[config.mk]
export PLATFORM = sky130hd
export DESIGN_NAME = rotating_square_gen_flat
export DESIGN_NICKNAME = d
export VERILOG_FILES = /design/src/rtl/rotating_square_pkg.sv /design/src/rtl/rotating_square_gen_if.sv /design/src/rtl/sseg_scan_mux.sv /design/src/rtl/rotating_square_gen.sv /design/src/flat_wrapper.sv
export SDC_FILE = /design/constraint.sdc
export NUM_CORES = 1
export LEC_CHECK = 0
export ABC_AREA = 1
export BUFFER_PORTS_ARGS = -buffer_cell sky130_fd_sc_hd__buf_2
export CORE_ASPECT_RATIO = 0.75
export CORE_UTILIZATION = 45
export DETAILED_ROUTE_END_ITERATION = 7
export PLACE_DENSITY_LB_ADDON = 0.08
export SLEW_MARGIN = 10
export SYNTH_ARGS = -nofsm -noshare
export SYNTH_HDL_FRONTEND = slang
export SYNTH_SLANG_ARGS = --single-unit
[constraint.sdc]
create_clock -name clk -period 1.9 [get_ports clk]
set_input_delay 0.19 -clock clk [delete_from_list [all_inputs] [get_ports clk]]
set_output_delay 0.19 -clock clk [all_outputs]
set_load 0.03 [all_outputs]
[src/rtl/rotating_square_pkg.sv]
// Shared types and segment patterns for the rotating-square display generator.
// Segment bytes are {dp,g,f,e,d,c,b,a}, active-low.
package rotating_square_pkg;

  typedef logic [7:0] sseg_t;

  localparam sseg_t SEG_UPPER = 8'h9C;  // a,b,f,g lit
  localparam sseg_t SEG_LOWER = 8'hA3;  // c,d,e,g lit
  localparam sseg_t SEG_BLANK = 8'hFF;

  typedef enum logic [1:0] {
    PatBlank,
    PatUpper,
    PatLower
  } pat_e;

  function automatic sseg_t pat_to_seg(pat_e pat);
    case (pat)
      PatUpper: return SEG_UPPER;
      PatLower: return SEG_LOWER;
      default:  return SEG_BLANK;
    endcase
  endfunction

endpackage

[src/rtl/rotating_square_gen_if.sv]
// Control and display bundle of the rotating-square generator.
// The master side is the switch/board logic, the slave side is the generator.
interface rotating_square_gen_if
  import rotating_square_pkg::*;
#(
  parameter int unsigned NUM_DIGITS = 8
);
  localparam int unsigned PosW = $clog2(2 * NUM_DIGITS);

  logic                  en;
  logic                  cw;
  logic [1:0]            spd;
  logic [NUM_DIGITS-1:0] an;
  sseg_t                 sseg;
  logic [PosW-1:0]       pos;
  logic                  step;
  logic                  wrap;

  modport master (
    output en, cw, spd,
    input  an, sseg, pos, step, wrap
  );

  modport slave (
    input  en, cw, spd,
    output an, sseg, pos, step, wrap
  );

endinterface

[src/rtl/sseg_scan_mux.sv]
// Multiplexed 7-seg driver: free-running scan counter selects one digit at a time
// and registers the active-low enable and segment byte for it.
module sseg_scan_mux
  import rotating_square_pkg::*;
#(
  parameter int unsigned NUM_DIGITS = 8,
  parameter int unsigned SCAN_W     = 17
) (
  input  logic                  clk,
  input  logic                  reset,
  input  pat_e [NUM_DIGITS-1:0] pat_sel,
  output logic [NUM_DIGITS-1:0] an,
  output sseg_t                 sseg
);

  localparam int unsigned DigW = $clog2(NUM_DIGITS);
  localparam logic [DigW-1:0] DigLast = DigW'(NUM_DIGITS - 1);

  logic [SCAN_W-1:0]     scan_q;
  logic [DigW-1:0]       dig_q;
  logic [NUM_DIGITS-1:0] an_d;
  sseg_t                 sseg_d;

  always_comb begin
    an_d        = '1;
    an_d[dig_q] = 1'b0;
    sseg_d      = pat_to_seg(pat_sel[dig_q]);
  end

  always_ff @(posedge clk) begin
    if (reset) begin
      scan_q <= '0;
      dig_q  <= '0;
      an     <= '1;
      sseg   <= SEG_BLANK;
    end else begin
      scan_q <= scan_q + 1'b1;
      if (&scan_q) begin
        dig_q <= (dig_q == DigLast) ? '0 : dig_q + 1'b1;
      end
      an   <= an_d;
      sseg <= sseg_d;
    end
  end

endmodule

[src/rtl/rotating_square_gen.sv]
// Rotating square around an N-digit 7-seg bank: prescaler, position counter with
// step/wrap strobes, and per-digit pattern decode feeding the scan mux.
module rotating_square_gen
  import rotating_square_pkg::*;
#(
  parameter int unsigned NUM_DIGITS = 8,
  parameter int unsigned TICK_W     = 27,
  parameter int unsigned SCAN_W     = 17
) (
  input logic                 clk,
  input logic                 reset,
  rotating_square_gen_if.slave bus
);

  localparam int unsigned PosW = $clog2(2 * NUM_DIGITS);
  localparam logic [PosW-1:0] PosLast = PosW'(2 * NUM_DIGITS - 1);

  logic [TICK_W-1:0]     presc_q;
  logic [TICK_W-1:0]     tick_mask;
  logic                  tick;
  logic [PosW-1:0]       pos_q, pos_d;
  logic                  step_q;
  logic                  wrap_q, wrap_d;
  pat_e [NUM_DIGITS-1:0] pat_sel;
  logic [NUM_DIGITS-1:0] an_w;
  sseg_t                 sseg_w;

  // Faster speeds look at fewer low prescaler bits, so the period halves per step.
  always_comb begin
    tick_mask = {TICK_W{1'b1}} >> bus.spd;
    tick      = bus.en & ((presc_q & tick_mask) == tick_mask);
  end

  always_comb begin
    pos_d  = pos_q;
    wrap_d = 1'b0;
    if (tick) begin
      if (bus.cw) begin
        if (pos_q == PosLast) begin
          pos_d  = '0;
          wrap_d = 1'b1;
        end else begin
          pos_d = pos_q + 1'b1;
        end
      end else begin
        if (pos_q == '0) begin
          pos_d  = PosLast;
          wrap_d = 1'b1;
        end else begin
          pos_d = pos_q - 1'b1;
        end
      end
    end
  end

  always_ff @(posedge clk) begin
    if (reset) begin
      presc_q <= '0;
      pos_q   <= '0;
      step_q  <= 1'b0;
      wrap_q  <= 1'b0;
    end else begin
      if (bus.en) begin
        presc_q <= presc_q + 1'b1;
      end
      pos_q  <= pos_d;
      step_q <= tick;
      wrap_q <= wrap_d;
    end
  end

  // Top half runs from the leftmost digit rightwards; bottom half returns from digit 0.
  always_comb begin
    int unsigned p;
    p = 32'(pos_q);
    for (int unsigned d = 0; d < NUM_DIGITS; d++) begin
      pat_sel[d] = PatBlank;
      if (p < NUM_DIGITS) begin
        if (d == NUM_DIGITS - 1 - p) pat_sel[d] = PatUpper;
      end else if (d == p - NUM_DIGITS) begin
        pat_sel[d] = PatLower;
      end
    end
  end

  sseg_scan_mux #(
    .NUM_DIGITS(NUM_DIGITS),
    .SCAN_W    (SCAN_W)
  ) u_scan_mux (
    .clk    (clk),
    .reset  (reset),
    .pat_sel(pat_sel),
    .an     (an_w),
    .sseg   (sseg_w)
  );

  assign bus.an   = an_w;
  assign bus.sseg = sseg_w;
  assign bus.pos  = pos_q;
  assign bus.step = step_q;
  assign bus.wrap = wrap_q;

endmodule

[src/flat_wrapper.sv]
// flat-port wrapper written by rule: the top's interface ports become plain ports
module rotating_square_gen_flat import rotating_square_pkg::*;
#(
  parameter int unsigned NUM_DIGITS = 8,
  parameter int unsigned TICK_W     = 27,
  parameter int unsigned SCAN_W     = 17
)
  (clk, reset, bus_en, bus_cw, bus_spd, bus_an, bus_sseg, bus_pos, bus_step, bus_wrap);
  rotating_square_gen_if #(.NUM_DIGITS(NUM_DIGITS)) bus_i ();
  input logic clk;
  input logic reset;
  input wire logic [$bits(bus_i.en)-1:0] bus_en;
  input wire logic [$bits(bus_i.cw)-1:0] bus_cw;
  input wire logic [$bits(bus_i.spd)-1:0] bus_spd;
  output wire logic [$bits(bus_i.an)-1:0] bus_an;
  output wire logic [$bits(bus_i.sseg)-1:0] bus_sseg;
  output wire logic [$bits(bus_i.pos)-1:0] bus_pos;
  output wire logic [$bits(bus_i.step)-1:0] bus_step;
  output wire logic [$bits(bus_i.wrap)-1:0] bus_wrap;
  assign bus_i.en = bus_en;
  assign bus_i.cw = bus_cw;
  assign bus_i.spd = bus_spd;
  assign bus_an = bus_i.an;
  assign bus_sseg = bus_i.sseg;
  assign bus_pos = bus_i.pos;
  assign bus_step = bus_i.step;
  assign bus_wrap = bus_i.wrap;
  rotating_square_gen #(.NUM_DIGITS(NUM_DIGITS), .TICK_W(TICK_W), .SCAN_W(SCAN_W)) u_core (.clk(clk), .reset(reset), .bus(bus_i));
endmodule
Word-level counts from Yosys, hierarchy flattened
Index checks and enable logic that the tools add are counted.
{"block": "word_totals", "register_bits": 69, "output_inout_bits": 22}
{"block": "classes", "eq_ne": 19, "n_mux": 36, "n_reduce_logical": 6, "addsub": 7, "bitwise_logic": 4, "shifts": 1, "order_cmp": 3}
{"cell": "equality test 3 x 32 -> 1 bit, first input constant", "n": 8}
{"cell": "equality test 2 x 32 -> 1 bit, first input constant", "n": 4}
{"cell": "equality test 1 x 32 -> 1 bit, first input constant", "n": 2}
{"cell": "logical NOT 32 bit", "n": 2}
{"cell": "two-way mux 2 bit", "n": 17}
{"cell": "adder 27 x 1 -> 27 bit, second input constant", "n": 1}
{"cell": "bitwise AND 27 bit", "n": 1}
{"cell": "equality test 27 bit", "n": 1}
{"cell": "right shift 27 x 2 -> 27 bit, first input constant", "n": 1}
{"cell": "adder 17 x 1 -> 17 bit, second input constant", "n": 1}
{"cell": "AND reduction 17 bit", "n": 1}
{"cell": "one-hot mux 7 bit (2 select lines)", "n": 1}
{"cell": "two-way mux 1 bit", "n": 12}
{"cell": "two-way mux 4 bit", "n": 3}
{"cell": "NOT 8 bit", "n": 1}
{"cell": "binary-select mux 2 bit (select 3 bit)", "n": 1}
{"cell": "subtractor 3 x 4 -> 5 bit, first input constant", "n": 1}
{"cell": "subtractor 4 x 4 -> 5 bit, second input constant", "n": 1}
{"cell": "adder 4 x 1 -> 4 bit, second input constant", "n": 1}
{"cell": "equality test 4 bit, second input constant", "n": 1}
{"cell": "logical NOT 4 bit", "n": 1}
{"cell": "less-than comparator 3 x 4 -> 1 bit, second input constant", "n": 1}
{"cell": "less-than comparator 4 bit, second input constant", "n": 1}
{"cell": "subtractor 4 x 1 -> 4 bit, second input constant", "n": 1}
{"cell": "11 further kinds", "n": 11}

Logic depth before layout (Yosys ltp)
{"block": "logic_depth", "ltp_word": 8, "depth_mapped": 10, "ltp_nobuf": 10}

Hierarchy
Synthesis repeated with hierarchy kept, for this count alone.
{"block": "unflattened", "hier_cells": 501, "area_unflattened_um2": 3465.8}
{"mod": "rotating_square_gen", "area_per_inst_um2": 1940.6, "cells_per_inst": 293, "n_inst": 1, "seq_area_each_um2": 660.6}
{"mod": "sseg_scan_mux", "area_per_inst_um2": 1525.2, "cells_per_inst": 208, "n_inst": 1, "seq_area_each_um2": 620.6}

Worst setup path before layout
No wires, ideal clock.
{"block": "synth_path", "kind": "flip-flop to flip-flop", "startpoint": "reg u_core.pos_q[0], in the netlist u_core.bus.pos[0]", "endpoint": "reg u_core.u_scan_mux.sseg[6]", "path_slack_ps": 10, "t_arrival_ps": 1767, "path_stages_with_launch": 9, "setup_time_ps": 123, "cell_sequence": "dfxtp_1 inv_1 ha_1 nand2_1 o211ai_1 nand4_1 inv_1 ha_1 or2_2"}
{"block": "synth_between", "elab_chain_cells": 8}
{"item": "from (decl)", "line": "rotating_square_gen.sv:21", "rtl": "logic [PosW-1:0] pos_q, pos_d;"}
{"item": "from (signal assigned)", "line": "rotating_square_gen.sv:66", "rtl": "pos_q <= pos_d;"}
{"item": "subtractor 3 x 4 -> 5 bit or subtractor 4 x 4 -> 5 bit (tied branches)", "line": "rotating_square_gen.sv:79, rotating_square_gen.sv:80"}
{"item": "equality test 1 x 32 -> 1 bit (tied with other cells)", "line": "rotating_square_gen.sv:79", "rtl": "if (d == NUM_DIGITS - 1 - p) pat_sel[d] = PatUpper;"}
{"item": "two-way mux 1 bit or two-way mux 2 bit (tied branches)", "line": "rotating_square_gen.sv:79, rotating_square_gen.sv:80"}
{"item": "two-way mux 2 bit", "line": "rotating_square_gen.sv:78", "rtl": "if (p < NUM_DIGITS) begin"}
{"item": "binary-select mux 2 bit (select 3 bit) *", "line": "sseg_scan_mux.sv:27", "rtl": "sseg_d = pat_to_seg(pat_sel[dig_q]);"}
{"item": "two-way mux 2 bit (implied by the code) *", "line": "sseg_scan_mux.sv:27"}
{"item": "equality test 2 bit or equality test 2 x 1 -> 1 bit (tied branches)", "line": "rotating_square_pkg.sv:18", "rtl": "case (pat)"}
{"item": "one-hot mux 7 bit (2 select lines) *", "line": "rotating_square_pkg.sv:18"}
{"item": "via u_core.u_scan_mux.sseg_d[6]", "line": "sseg_scan_mux.sv:22", "rtl": "sseg_t sseg_d;"}
{"item": "to (signal assigned)", "line": "sseg_scan_mux.sv:42", "rtl": "sseg <= sseg_d;"}
{"item": "to (decl)", "line": "sseg_scan_mux.sv:13", "rtl": "output sseg_t sseg"}
Mark *: on every way through the listed nets, which the timed path passes. The rest lies on a longest branch. The select of a mux whose other input is x is not followed.
A chain may end at the register's enable or synchronous reset.

Worst setup path in the final report
{"block": "layout_path", "startpoint": "reg u_core.pos_q[1], in the netlist u_core.bus.pos[1]", "endpoint": "reg u_core.u_scan_mux.sseg[6]"}
Same word-level chain as after synthesis.

==> metrics.md <==
| Metric | Value |
|---|---|
| Num ports | `28` |
| Final setup viols | `0` |
| Die Span X | `101 um` |
| Post-Syn Area per Cell | `7.09 sq um` |
| Synth unique cells | `33` |
| VDD IR-drop max | `0.393 mV` |
| FFs w/ async S/R, synth | `0%` |
| Iter 0 DRT Violations | `84` |
| Startpoint types | `flip-flop` |
| Layout cells sized above 1 | `16.8%` |
| H-tree depth | `3` |
| Area Growth Syn to Fin | `14.4%` |
| Max-cap violations | `0` |
| Die Y-Extent | `76.0 um` |
| Detailed Place HPWL | `4820 um` |
| Area leader, netlist | `dfxtp_1` |
| Total core area | `6930 sq um` |
| Initial antenna violation count | `0` |
| Routed WL | `6650 um` |
| Main synth FF type | `dfxtp_1` |
| CP max FO | `6` |
| Synth cell count leaders | `nand2_1 (100), nor2_1 (77), dfxtp_1 (64), inv_1 (50), a21oi_1 (31)` |
| Switch Pwr | `554 uW` |
| Post-Synthesis Cells | `463` |
| Hold Crit Class | `input port to flip-flop` |
| WL per Instance | `11.1 um` |
| Maximum root-to-sink buffer count | `2` |
| Status | `finished clean` |
| Synth area leaders | `dfxtp_1 (39%), nand2_1 (11%), nor2_1 (8.8%), inv_1 (5.7%), a21oi_1 (4.7%)` |
| Clock skew | `10.1 ps` |
| Crit end category | `flip-flop` |
| Vias in the first global route | `2622` |
| Syn nets | `481` |
| Mapped Area | `3280 sq um` |
| Final hold violation count | `0` |
| DR vias | `2842` |
| Via density | `4.76` |
| Pwr per Cell Area | `716 nW/um^2` |
| Final worst path period share | `90.3%` |
| Global Route Usage Sum | `19.3%` |
| Power Internal | `2.14 mW` |
| Row cnt | `26` |
| Final Critical Period | `1720 ps` |
| Maximum operating frequency | `0.583 GHz` |
| Sequential power share | `50.5%` |
| CTS Sinks | `64` |
| Starting density of the core | `47.4%` |
| # nets final | `514` |
| Synth Register Bits | `64` |
| Final Util | `54.2%` |
| Sequential fraction of the synthesis area | `39.0%` |
| Logic pwr share | `3.3%` |
| Storage element area | `1280 sq um` |
| DRC viols | `0` |
| Clk network pwr share | `46.2%` |
| Die area | `7640 sq um` |
| Post-synth top area share | `39.0%` |
| Hold buffers post-CTS | `0` |
| Root buffer cell | `clkbuf_8` |
| Footprint of the multi-input gates | `1740 sq um` |
| Post-synth EDFFs | `0` |
| # port buffers | `26` |
| Top-count cell post-synth | `nand2_1` |
| Yosys Warn Count | `0` |
| Final GP Congestion | `0.842` |
| Max Slew Vio Count | `0` |
| First-pass GRT wire length | `11800 um` |
| Sw frac | `20.6%` |
| Crit Path Class | `flip-flop to flip-flop` |
| Lkg Pwr | `1.55 nW` |
| Clk pin slew, worst setup/hold paths | `60 ps` |
| Detail Route Antenna Nets | `0` |
| # diodes | `0` |
| CTS tree | `done` |
| WP data arrival | `1940 ps` |
| GRT overflow | `0` |
| Clk Latency, worst-skew pair | `340 ps` |
| RSZ-0062 raised after global routing | `false` |
| Inserted Clock Buffers | `9` |
| Req. time, crit path | `2120 ps` |
| Fillers | `711` |
| DRT Pass-1 Iters | `4` |
| Largest net degree at the start of global routing | `26` |
| Setup TNS | `0 ps` |
==> critical path: stages, from the launching register on <==
cell and delay [ps]:
dfxtp_2 350, inv_2 100, ha_1 150, inv_1 50, a21oi_1 130, o21ai_1 80, o31ai_1 70, nand2_1 120
ha_1 290, or2_2 260
==> cell type report <==
class | count | area share (%)
clock inverters | 4 | 1.87
repair buffers | 34 | 5.40
multi-input cells | 333 | 46.3
well taps | 98 | 3.26
flip-flops and latches | 64 | 34.1
clock buffers | 10 | 3.66
inverters | 54 | 5.40
==> routing by layer <==
metal  global-route usage, %  up-vias  share of wire [%]
met4                    5.07        0               0.66
li1                        -     1543                  -
met5                       0        -                  0
met1                    26.5     1254                 53
met2                    29.8       38                 43
met3                    5.23        7                3.1
==> timing repair <==
action | in CTS | in global routing
setup endpoints to repair | 0 | 2
gates resized for setup | 0 | 4
buffers inserted | 0 | 1
==> stage by stage <==
stage	total power, mW	area, sq um	hold slack (ps)	worst slack, ps	std cells
after floorplan	1.45	3280	342	10.0	463
after global placement	1.48	3530	431	182	582
after detailed placement	1.48	3530	459	116	582
after CTS	2.73	3740	223	100	596
after global routing	2.81	3760	255	4.21	597
final	2.69	3760	234	185	597
==> cells by family (layout without fill, tap and decap cells) <==
family / count (synthesis) / after routing / share of synthesized area (%)
adders and majority gates: 12 / 12 / 4.57
buffers and inverters: 66 / 102 / 8.31
DFF: 64 / 64 / 39.0
xor gates and xnor gates: 6 / 6 / 1.60
AOI/OAI and AO/OA: 55 / 55 / 8.73
other: 1 / 1 / 0.114
and+or+nand+nor: 259 / 259 / 37.7
==> sequential cells by signal, indices dropped and copies added (netlist names) <==
signal	cells
u_core.bus.wrap	1
u_core.u_scan_mux.scan_q	17
u_core.u_scan_mux.an	8
u_core.bus.pos	4
u_core.presc_q	27
u_core.u_scan_mux.sseg	3
u_core.u_scan_mux.dig_q	3
u_core.bus.step	1
==> worst paths after layout <==
path | start | endpoint | slack (ps) | cells past startpoint
worst min-delay path | bus_en | u_core.presc_q[1] | 230 | 3
worst max register to register | u_core.bus.pos[1] | u_core.u_scan_mux.sseg[6] | 180 | 9
worst max-delay path | u_core.bus.pos[1] | u_core.u_scan_mux.sseg[6] | 180 | 9
worst min register to register | u_core.u_scan_mux.scan_q[0] | u_core.u_scan_mux.scan_q[0] | 460 | 1
==> power by group through the flow <==
stage               logic (mW)  clock network [mW]  registers [mW]
CTS                     0.0888                1.29            1.36
global placement        0.0877                   0            1.39
finish                  0.0875                1.24            1.36
detailed placement      0.0882                   0            1.39
global route             0.101                1.35            1.36
floorplan               0.0589                   0            1.39
==> placed cells by master, fill, tap and decap left out, drive strengths merged, types with 4 or more instances in the layout <==
cell,n
nor2,90
nand3,32
o21ai,19
buf,34
dfxtp,64
clkbuf,10
inv,54
nand4,11
nor3,14
a21oi,31
ha,12
xnor2,4
nand2,108
Power figures use the tool's default switching activity.
